<file path="config.mk">
export PLATFORM = sky130hd
export DESIGN_NAME = fsm_lockstep_sequencer
export DESIGN_NICKNAME = d
export VERILOG_FILES = /design/src/rtl/fsm_lockstep_sequencer.sv
export SDC_FILE = /design/constraint.sdc
export NUM_CORES = 1
export LEC_CHECK = 0
export ABC_CLOCK_PERIOD_IN_PS = 4500
export CAP_MARGIN = 20
export CORE_MARGIN = 4
export CORE_UTILIZATION = 50
export DETAILED_ROUTE_END_ITERATION = 6
export GPL_TIMING_DRIVEN = 0
export HOLD_SLACK_MARGIN = 0.05
export PLACE_DENSITY = 0.78
export SLEW_MARGIN = 15
export SYNTH_ARGS = -nofsm -noshare
export SYNTH_HDL_FRONTEND = slang
export SYNTH_SLANG_ARGS = --single-unit
</file>
<file path="constraint.sdc">
create_clock -name clk_i -period 4.5 [get_ports clk_i]
set_input_delay 0.9 -clock clk_i [delete_from_list [all_inputs] [get_ports clk_i]]
set_output_delay 0.9 -clock clk_i [all_outputs]
set_load 0.01 [all_outputs]
</file>
<file path="src/rtl/fsm_lockstep_sequencer.sv">
// Lockstep driver for the one-hot and binary sequence-detector FSMs: clears both,
// walks a latched w pattern through them one step at a time and counts output disagreements.
module fsm_lockstep_sequencer #(
   parameter  int PAT_LEN  = 8,
   parameter  int STEP_DIV = 4,
   parameter  int CNT_W    = 4,
   localparam int IDX_W    = $clog2(PAT_LEN)
) (
   input  logic               clk_i,
   input  logic               reset_ni,
   input  logic               start_i,
   input  logic               step_mode_i,
   input  logic               step_btn_i,
   input  logic [PAT_LEN-1:0] pattern_i,
   input  logic               z_a_i,
   input  logic               z_b_i,
   output logic               fsm_w_o,
   output logic               fsm_step_o,
   output logic               fsm_clr_o,
   output logic               busy_o,
   output logic               done_o,
   output logic               mismatch_o,
   output logic [CNT_W-1:0]   mismatch_cnt_o,
   output logic [IDX_W-1:0]   bit_idx_o
);

   localparam int               WAIT_W    = (STEP_DIV > 1) ? $clog2(STEP_DIV) : 1;
   localparam logic [WAIT_W-1:0] WAIT_LAST = WAIT_W'(STEP_DIV - 1);
   localparam logic [IDX_W-1:0]  IDX_LAST  = IDX_W'(PAT_LEN - 1);
   localparam logic [CNT_W-1:0]  CNT_MAX   = '1;

   typedef enum logic [2:0] {
      S_IDLE,
      S_CLEAR,
      S_DRIVE,
      S_STEP,
      S_SAMPLE,
      S_DONE
   } state_e;

   state_e             state_q;
   logic               start_prev_q;
   logic               start_arm_q;
   logic               btn_prev_q;
   logic               mode_q;
   logic [PAT_LEN-1:0] shift_q;
   logic [WAIT_W-1:0]  wait_q;

   logic               fsm_w_q;
   logic               fsm_step_q;
   logic               fsm_clr_q;
   logic               busy_q;
   logic               done_q;
   logic               mismatch_q;
   logic [CNT_W-1:0]   mismatch_cnt_q;
   logic [IDX_W-1:0]   bit_idx_q;

   logic               start_rise;
   logic               btn_rise;

   // A start held high through reset release must not launch a run: it has to be seen low first.
   assign start_rise = start_i & ~start_prev_q & start_arm_q;
   assign btn_rise   = step_btn_i & ~btn_prev_q;

   // NOTE: every register here is updated with non-blocking assignments so all of them
   // sample the same pre-edge values, regardless of statement order inside the block.
   always_ff @(posedge clk_i or negedge reset_ni) begin
      if (!reset_ni) begin
         state_q        <= S_IDLE;
         start_prev_q   <= 1'b0;
         start_arm_q    <= 1'b0;
         btn_prev_q     <= 1'b0;
         mode_q         <= 1'b0;
         shift_q        <= '0;
         wait_q         <= '0;
         fsm_w_q        <= 1'b0;
         fsm_step_q     <= 1'b0;
         fsm_clr_q      <= 1'b0;
         busy_q         <= 1'b0;
         done_q         <= 1'b0;
         mismatch_q     <= 1'b0;
         mismatch_cnt_q <= '0;
         bit_idx_q      <= '0;
      end else begin
         start_prev_q <= start_i;
         btn_prev_q   <= step_btn_i;
         if (!start_i) start_arm_q <= 1'b1;
         fsm_step_q   <= 1'b0;
         fsm_clr_q    <= 1'b0;

         case (state_q)
            S_IDLE, S_DONE: begin
               if (start_rise) begin
                  state_q        <= S_CLEAR;
                  shift_q        <= pattern_i;
                  mode_q         <= step_mode_i;
                  wait_q         <= '0;
                  bit_idx_q      <= '0;
                  mismatch_q     <= 1'b0;
                  mismatch_cnt_q <= '0;
                  fsm_w_q        <= 1'b0;
                  fsm_clr_q      <= 1'b1;
                  busy_q         <= 1'b1;
                  done_q         <= 1'b0;
               end
            end

            S_CLEAR: begin
               state_q <= S_DRIVE;
               fsm_w_q <= shift_q[0];
            end

            S_DRIVE: begin
               if (mode_q) begin
                  if (btn_rise) begin
                     state_q    <= S_STEP;
                     fsm_step_q <= 1'b1;
                  end
               end else if (wait_q == WAIT_LAST) begin
                  state_q    <= S_STEP;
                  fsm_step_q <= 1'b1;
               end else begin
                  wait_q <= wait_q + WAIT_W'(1);
               end
            end

            S_STEP: begin
               state_q <= S_SAMPLE;
            end

            S_SAMPLE: begin
               if (z_a_i != z_b_i) begin
                  mismatch_q <= 1'b1;
                  if (mismatch_cnt_q != CNT_MAX) mismatch_cnt_q <= mismatch_cnt_q + CNT_W'(1);
               end
               if (bit_idx_q == IDX_LAST) begin
                  state_q <= S_DONE;
                  fsm_w_q <= 1'b0;
                  busy_q  <= 1'b0;
                  done_q  <= 1'b1;
               end else begin
                  state_q   <= S_DRIVE;
                  bit_idx_q <= bit_idx_q + IDX_W'(1);
                  shift_q   <= shift_q >> 1;
                  fsm_w_q   <= shift_q[1];
                  wait_q    <= '0;
               end
            end

            default: state_q <= S_IDLE;
         endcase
      end
   end

   assign fsm_w_o        = fsm_w_q;
   assign fsm_step_o     = fsm_step_q;
   assign fsm_clr_o      = fsm_clr_q;
   assign busy_o         = busy_q;
   assign done_o         = done_q;
   assign mismatch_o     = mismatch_q;
   assign mismatch_cnt_o = mismatch_cnt_q;
   assign bit_idx_o      = bit_idx_q;

endmodule

</file>
==> impl_metrics.csv, run 1 <==
group,metric,value,unit
outcome,outcome,"complete, no violations",
run,max-cap-violations,0,
global_routing,grt_pass1_vias,1123,
cells_and_area,drive_gt1_share,10.8,%
cts,hold_buffers,0,
yosys,synth.ff_latch_count,30,
cts,cts_resized,0,
cells_and_area,final_net_count,185,
critical_path,cp.arrival,2.54,ns
global_routing,grt_start_max_net_pins,31,
detailed_routing,vias_per_cell,5.48,
detailed_routing,num_vias,1080,
yosys,synth_fp_nets,151,
global_routing,grt_use_total,19.0,%
critical_path,worst_path_max_delay_cell,"clkdlybuf4s50_1",
timing,max-slew-margin-rel,57.5,%
power,p_per_area,587,mW/mm2
placed_design,port_buffers,27,
detailed_routing,wl_per_cell,14.2,um
power,vdd_drop_max,385,uV
yosys,syn-cell-area,0.00143,mm2
cts,postCtsSetupBuffers,0,
yosys,yosysSeqAreaShare,52.4,%
detailed_routing,drc,0,
floorplanning,coreArea,0.00276,mm2
global_routing,gr-total-overflow,0,
hold_path,min_path_cells,1,
cts,cts.sinks,30,
timing,setup_viol,0,
placed_design,hpwl,2070,um
timing,rsz0062_at_grt,"false",
critical_path,cp-end-kind,"flop",
critical_path,r2r_cells,6,
floorplanning,die_area,0.00379,mm2
critical_path,path_class,"input port to flop",
cts,cts_buffers,5,
timing,setup_ws,2.19,ns
timing,finalHoldViolations,0,
timing,worstMarginPinSlew,0.638,ns
yosys,synth-edff-count,0,
yosys,syn_inst,131,
cells_and_area,fillers,235,
detailed_routing,routed_wl,2800,um
critical_path,cp.required,4.73,ns
floorplanning,start_util,52.0,%
timing,fin_skew,0.00356,ns
placed_design,pre_cts_ws,1.84,ns
cts,htree_levels,2,
placed_design,gp_congestion,0.810,
timing,max_freq,0.432,GHz
cts,clk_pin_slew,0.09,ns
detailed_routing,first_pass_iters,4,
timing,min_period,2.31,ns
detailed_routing,drtAntennaViolNets,0,
critical_path,cp-start-kind,"input port",
floorplanning,rows,19,
cts,clk-insertion-delay-late,0.33,ns
critical_path,cp_max_fo,3,
cells_and_area,final_core_util,65.8,%
detailed_routing,drt_iter0_markers,40,
cells_and_area,area_growth,26.7,%
cts,cts_root_buf,"clkbuf_4",
timing,finalCritPeriodShare,51.4,%
cts,cts_tree,"yes",
yosys,ys_async_sr_fraction,100,%
global_routing,antenna_found_initial,0,
cells_and_area,diodes,0,
yosys,syn-mean-instance-area,10.9,um2
power,leakage,0.842,nW
cts,cts_buffer_depth,2,
floorplanning,io_pins,28,
global_routing,grt_pass1_wl,5090,um
timing,slew_viol_final,0,
timing,finalSetupTns,0,ns
hold_path,min_path_type,"flop to flop",
floorplanning,die_w,61.5,um
yosys,ys_warn_count,0,
yosys,yosysUniqueCellTypes,38,
critical_path,critical_path.cell_chain,"clkdlybuf4s50_1, nand2_1, o211a_1, nor4_1, mux2_2",
critical_path,cpPeakStageDelay,0.50,ns
yosys,synthFlopType,"dfrtp_1",
floorplanning,die_y,61.5,um
-- worst paths after layout --
check | slack [ns] | end | startpoint
setup / recovery | 2.19 | wait_q[1]$_DFFE_PN0P_ | start_i
hold / removal | 0.48 | start_arm_q$_DFFE_PN0N_ | start_arm_q$_DFFE_PN0N_
setup reg to reg | 2.59 | wait_q[1]$_DFFE_PN0P_ | bit_idx_o[0]$_DFFE_PN0P_
hold reg to reg | 0.48 | start_arm_q$_DFFE_PN0N_ | start_arm_q$_DFFE_PN0N_
max in group asynchronous | 3.51 | mismatch_cnt_o[0]$_DFFE_PN0P_ | reset_ni
min in group asynchronous | 0.58 | btn_prev_q$_DFF_PN0_ | reset_ni
-- placed cells by master (no fill, tap or decap), drive strengths merged --
cell and n:
nand2b 1, clkdlybuf4s50 26, xor2 2, nor3b 1, o22a 7, o211a 1, nor2b 2, a22o 1
or3 1, a21o 2, nor2 10, and3 3, xnor2 1, dfrtp 30, a31o 1, nand2 9
nand3 9, o211ai 2, o21a 8, nand3b 1, buf 5, nor4 1, o22ai 1, inv 6
o21ai 7, a21oi 4, a211o 1, or4b 1, mux2i 2, ha 5, nor4bb 1, nor3 1
mux2 3, clkbuf 10
-- routing by layer --
layer  part of all wire [%]  track usage, %
met1                     43            22.7
met3                    5.6            7.13
met5                      0               0
met4                    2.6            10.9
met2                     49            29.1
-- where the power goes --
| group | total, mW | internal, mW | switching (mW) |
|---|---|---|---|
| Sequential | 0.428 | 0.360 | 0.0674 |
| Combinational | 0.440 | 0.233 | 0.208 |
| Clock | 0.198 | 0.107 | 0.0916 |
| Total | 1.07 | 0.700 | 0.367 |
-- cell type report --
class / count / area (um2) / area share, %
multi-input combinational: 89 / 609 / 33.6
tap: 31 / 38.8 / 2.14
sequential: 30 / 751 / 41.4
buffer: 6 / 50.0 / 2.76
inverter: 6 / 22.5 / 1.24
clock buffer: 8 / 78.8 / 4.34
timing repair buffer: 27 / 265 / 14.6
-- registers in the layout (all words and copies together), names as in the netlist, 2 cells and up --
register and flops:
shift_q 8, mismatch_cnt_o 4, bit_idx_o 3, state_q 3
wait_q 2
-- through the flow --
stage | std cells | hold slack [ns] | area, um2 | power (mW)
floorplan | 131 | 0.435 | 1430 | 0.724
global placement | 189 | 0.451 | 1740 | 0.855
detailed placement | 189 | 0.459 | 1740 | 0.875
CTS | 197 | 0.485 | 1820 | 1.08
global route | 197 | 0.520 | 1820 | 1.16
finish | 197 | 0.483 | 1820 | 1.07
-- critical path, delay by kind of cell --
kind	cells	cell delay, ns
and+or+nand+nor	2	0.51
AOI/OAI and AO/OA	1	0.25
buffers and inverters	1	0.50
muxes	1	0.39
-- kinds of logic after synthesis --
| family | synth area share, % |
|---|---|
| AND/OR/NAND/NOR | 14.4 |
| AO/OA/AOI/OAI | 17.4 |
| multiplexers | 4.02 |
| XOR/XNOR | 2.36 |
| adder cells (fa/ha/maj) | 4.37 |
| buffers and inverters | 5.06 |
| flip-flops | 52.4 |
-- cell usage after synthesis (2+ instances only) --
cell	instances	area share, %
xor2_1	2	1.2
nand3_1	9	3.1
buf_6	2	1.6
nor2_1	10	2.6
mux2_2	2	1.6
nor2b_1	2	0.87
a21o_1	2	1.0
and3_1	3	1.3
o211ai_1	2	1.0
inv_1	5	1.3
a21oi_1	4	1.4
ha_1	5	4.4
o21a_1	8	4.2
o21ai_0	6	2.1
dfrtp_1	30	52
mux2i_1	2	1.4
nand2_1	9	2.4
o22a_1	7	4.3
clkbuf_1	2	0.52
No activity file was read; power rests on OpenSTA's default activity.
==> run 2, diff against run 1 <==
--- a/config.mk
+++ b/config.mk
@@ -5,7 +5,7 @@
 export SDC_FILE = /design/constraint.sdc
 export NUM_CORES = 1
 export LEC_CHECK = 0
-export ABC_CLOCK_PERIOD_IN_PS = 4500
+export ABC_CLOCK_PERIOD_IN_PS = 2400
 export CAP_MARGIN = 20
 export CORE_MARGIN = 4
 export CORE_UTILIZATION = 50
==> constraint.sdc (replaced) <==
create_clock -name clk_i -period 2.4 [get_ports clk_i]
set_input_delay 0.48 -clock clk_i [delete_from_list [all_inputs] [get_ports clk_i]]
set_output_delay 0.48 -clock clk_i [all_outputs]
set_load 0.01 [all_outputs]
==> results of run 2 <==
The final DEF is identical to that of run 1. Status: complete, no violations.
Among the figures that moved: setup slack after placement 1.84 ns -> 0.160 ns; setup slack after layout 2.19 ns -> 0.489 ns; hold slack 0.483 ns -> 0.157 ns; start point of the critical path start_i -> bit_idx_o[0]$_DFFE_PN0P_; register-to-register setup slack 2.59 ns -> 0.49 ns; total power 1.07 mW -> 2.00 mW; worst IR drop on VDD 385 uV -> 722 uV
==> run 3, diff against run 2 <==
--- a/config.mk
+++ b/config.mk
@@ -5,7 +5,7 @@
 export SDC_FILE = /design/constraint.sdc
 export NUM_CORES = 1
 export LEC_CHECK = 0
-export ABC_CLOCK_PERIOD_IN_PS = 2400
+export ABC_CLOCK_PERIOD_IN_PS = 1800
 export CAP_MARGIN = 20
 export CORE_MARGIN = 4
 export CORE_UTILIZATION = 50
==> constraint.sdc (replaced) <==
create_clock -name clk_i -period 1.8 [get_ports clk_i]
set_input_delay 0.36 -clock clk_i [delete_from_list [all_inputs] [get_ports clk_i]]
set_output_delay 0.36 -clock clk_i [all_outputs]
set_load 0.01 [all_outputs]
==> run 3 against run 2 <==
Global-route usage fell by 0.087 points. Core utilization is 2.6 points higher. First-iteration DRC count did not move. Die area unchanged. Power increased by 40%. Register-to-register slack worse by 0.39 ns. Clock-buffer cell count stayed put. Via count is 3.1% higher. Worst setup slack got worse by 0.39 ns. Critical path depth shrank 5. Clock skew rose by 0.0034 ns. Hold slack got worse by 0.12 ns. Critical path type is now flop to output pin. Critical endpoint is now mismatch_cnt_o[2]. Highest routed layer unchanged.
==> impl_metrics.csv, run 3 (synthesis gave the netlist of run 1 again) <==
group,metric,value,unit
outcome,outcome,"complete, no violations",
detailed_routing,drc,0,
global_routing,grt_pass1_vias,1122,
critical_path,endpoint,"mismatch_cnt_o[2]",
detailed_routing,num_vias,1113,
hold_path,min_path_type,"input port to async pin",
cts,clk-insertion-delay-late,0.34,ns
timing,max-slew-margin-rel,56.2,%
cts,cts.sinks,30,
floorplanning,die_y,61.5,um
timing,fin_skew,0.00694,ns
floorplanning,coreArea,0.00276,mm2
power,p_per_area,1480,mW/mm2
global_routing,gr-total-overflow,0,
cts,cts_root_buf,"clkbuf_4",
placed_design,dp.cells,189,
critical_path,cp_num_buf_inv,1,
cts,clk_pin_slew,0.09,ns
placed_design,post_dp_cell_area,0.00174,mm2
critical_path,cp_top_family,"buffers and inverters",
detailed_routing,wl_per_cell,14.8,um
critical_path,cpPeakStageDelay,0.57,ns
cells_and_area,largest_reg_flops,8,
cts,cts_tree,"yes",
cells_and_area,diodes,0,
power,total_power,2.80,mW
cells_and_area,layout_commonest_cell,"dfrtp_1",
critical_path,path_class,"flop to output pin",
critical_path,cp_max_fo,6,
cts,cts_buffers,5,
cells_and_area,fin_area,0.00189,mm2
cells_and_area,final_net_count,188,
placed_design,hpwl,2070,um
timing,min_period,1.71,ns
critical_path,r2r_cells,5,
critical_path,cp.required,1.44,ns
detailed_routing,routed_wl,2960,um
cells_and_area,final_cell_mix,"dfrtp_1 (28), clkdlybuf4s50_1 (26), nor2_1 (10)",
global_routing,antenna_found_initial,0,
cts,cts_buffer_depth,2,
global_routing,grt_start_max_net_pins,31,
timing,finalSetupTns,0,ns
cells_and_area,regMostFlops,"shift_q",
cells_and_area,final_core_util,68.4,%
critical_path,worst_path_max_delay_cell,"clkdlybuf4s50_1",
floorplanning,rows,19,
detailed_routing,vias_per_cell,5.57,
detailed_routing,wl_met2,1480,um
placed_design,gp_congestion,0.810,
global_routing,grt_use_total,18.9,%
detailed_routing,drtAntennaViolNets,0,
detailed_routing,wl_met1,1260,um
timing,slew_viol_final,0,
global_routing,grt_pass1_wl,5070,um
power,vdd_drop_max,976,uV
detailed_routing,wl_met3,147,um
critical_path,cp-start-kind,"flop",
critical_path,critical_path.cell_chain,"clkdlybuf4s50_1",
detailed_routing,highest_layer,"met4",
timing,finalHoldViolations,0,
cells_and_area,area_growth,31.7,%
detailed_routing,first_pass_iters,4,
timing,setup_viol,0,
detailed_routing,drt_iter0_markers,40,
cts,htree_levels,2,
critical_path,r2r_setup_slack,0.10,ns
timing,max_freq,0.586,GHz
critical_path,crit_start,"mismatch_cnt_o[2]$_DFFE_PN0P_",
floorplanning,start_util,52.0,%
cells_and_area,drive_gt1_share,17.2,%
floorplanning,io_pins,28,
critical_path,cp.arrival,1.35,ns
placed_design,pre_cts_ws,-0.320,ns
placed_design,port_buffers,27,
timing,worstMarginPinSlew,0.656,ns
floorplanning,die_w,61.5,um
critical_path,cp.depth,1,
timing,setup_ws,0.0947,ns
critical_path,r2r_start,"state_q[0]$_DFFE_PN0P_",
power,leakage,0.857,nW
run,max-cap-violations,0,
cts,hold_buffers,0,
critical_path,cp-end-kind,"output pin",
timing,rsz0062_at_grt,"false",
timing,finalCritPeriodShare,94.7,%
critical_path,rr_endpoint,"mismatch_cnt_o[1]$_DFFE_PN0P_",
timing,hold_slack,0.0385,ns
floorplanning,die_area,0.00379,mm2
cells_and_area,stdcell_count,200,
[run 3: cell types whose count changed in the layout (fill, tap and decap cells not counted), sizes merged]
cell  change
or4b      +1
buf       +2
[run 3: layout make-up]
cell class	instances	area [um2]
fillers	218	871
flip-flops and latches	30	753
multi-input cells	90	659
repair buffers	30	288
clock buffers	8	78.8
plain buffers	5	43.8
well taps	31	38.8
inverters	6	25.0
[run 3: worst min-delay path by stage]
| stage | startpoint | to | slack [ns] | cells past startpoint |
|---|---|---|---|---|
| final | reset_ni | wait_q[0]$_DFFE_PN0P_ | 0.04 | 1 |
| after global routing | reset_ni | start_prev_q$_DFF_PN0_ | 0.09 | 1 |
| after CTS | reset_ni | start_prev_q$_DFF_PN0_ | 0.06 | 1 |
| after detailed placement | reset_ni | fsm_step_o$_DFF_PN0_ | 0.43 | 1 |
| after global placement | start_arm_q$_DFFE_PN0N_ | start_arm_q$_DFFE_PN0N_ | 0.45 | 1 |
| after floorplan | reset_ni | bit_idx_o[0]$_DFFE_PN0P_ | 0.06 | 0 |
[run 3: where the power goes]
part | switching [mW] | internal, mW
sequential | 0.178 | 0.905
clock | 0.232 | 0.267
combinational | 0.560 | 0.657
[run 3: routing by layer]
| layer | vias up | GRT usage [%] |
|---|---|---|
| li1 | 547 | - |
| met1 | 530 | 22.5 |
| met2 | 30 | 29.1 |
| met3 | 6 | 7.13 |
| met4 | 0 | 10.6 |
| met5 | - | 0 |
[run 3: timing repair]
| action | 4_1_cts | 5_1_grt |
|---|---|---|
| gates cloned | 0 | 1 |
| hold endpoints to repair | 0 | 0 |
| gates resized for setup | 2 | 13 |
| pin swaps | 1 | 3 |
| buffers inserted | 0 | 3 |
| setup endpoints to repair | 6 | 21 |
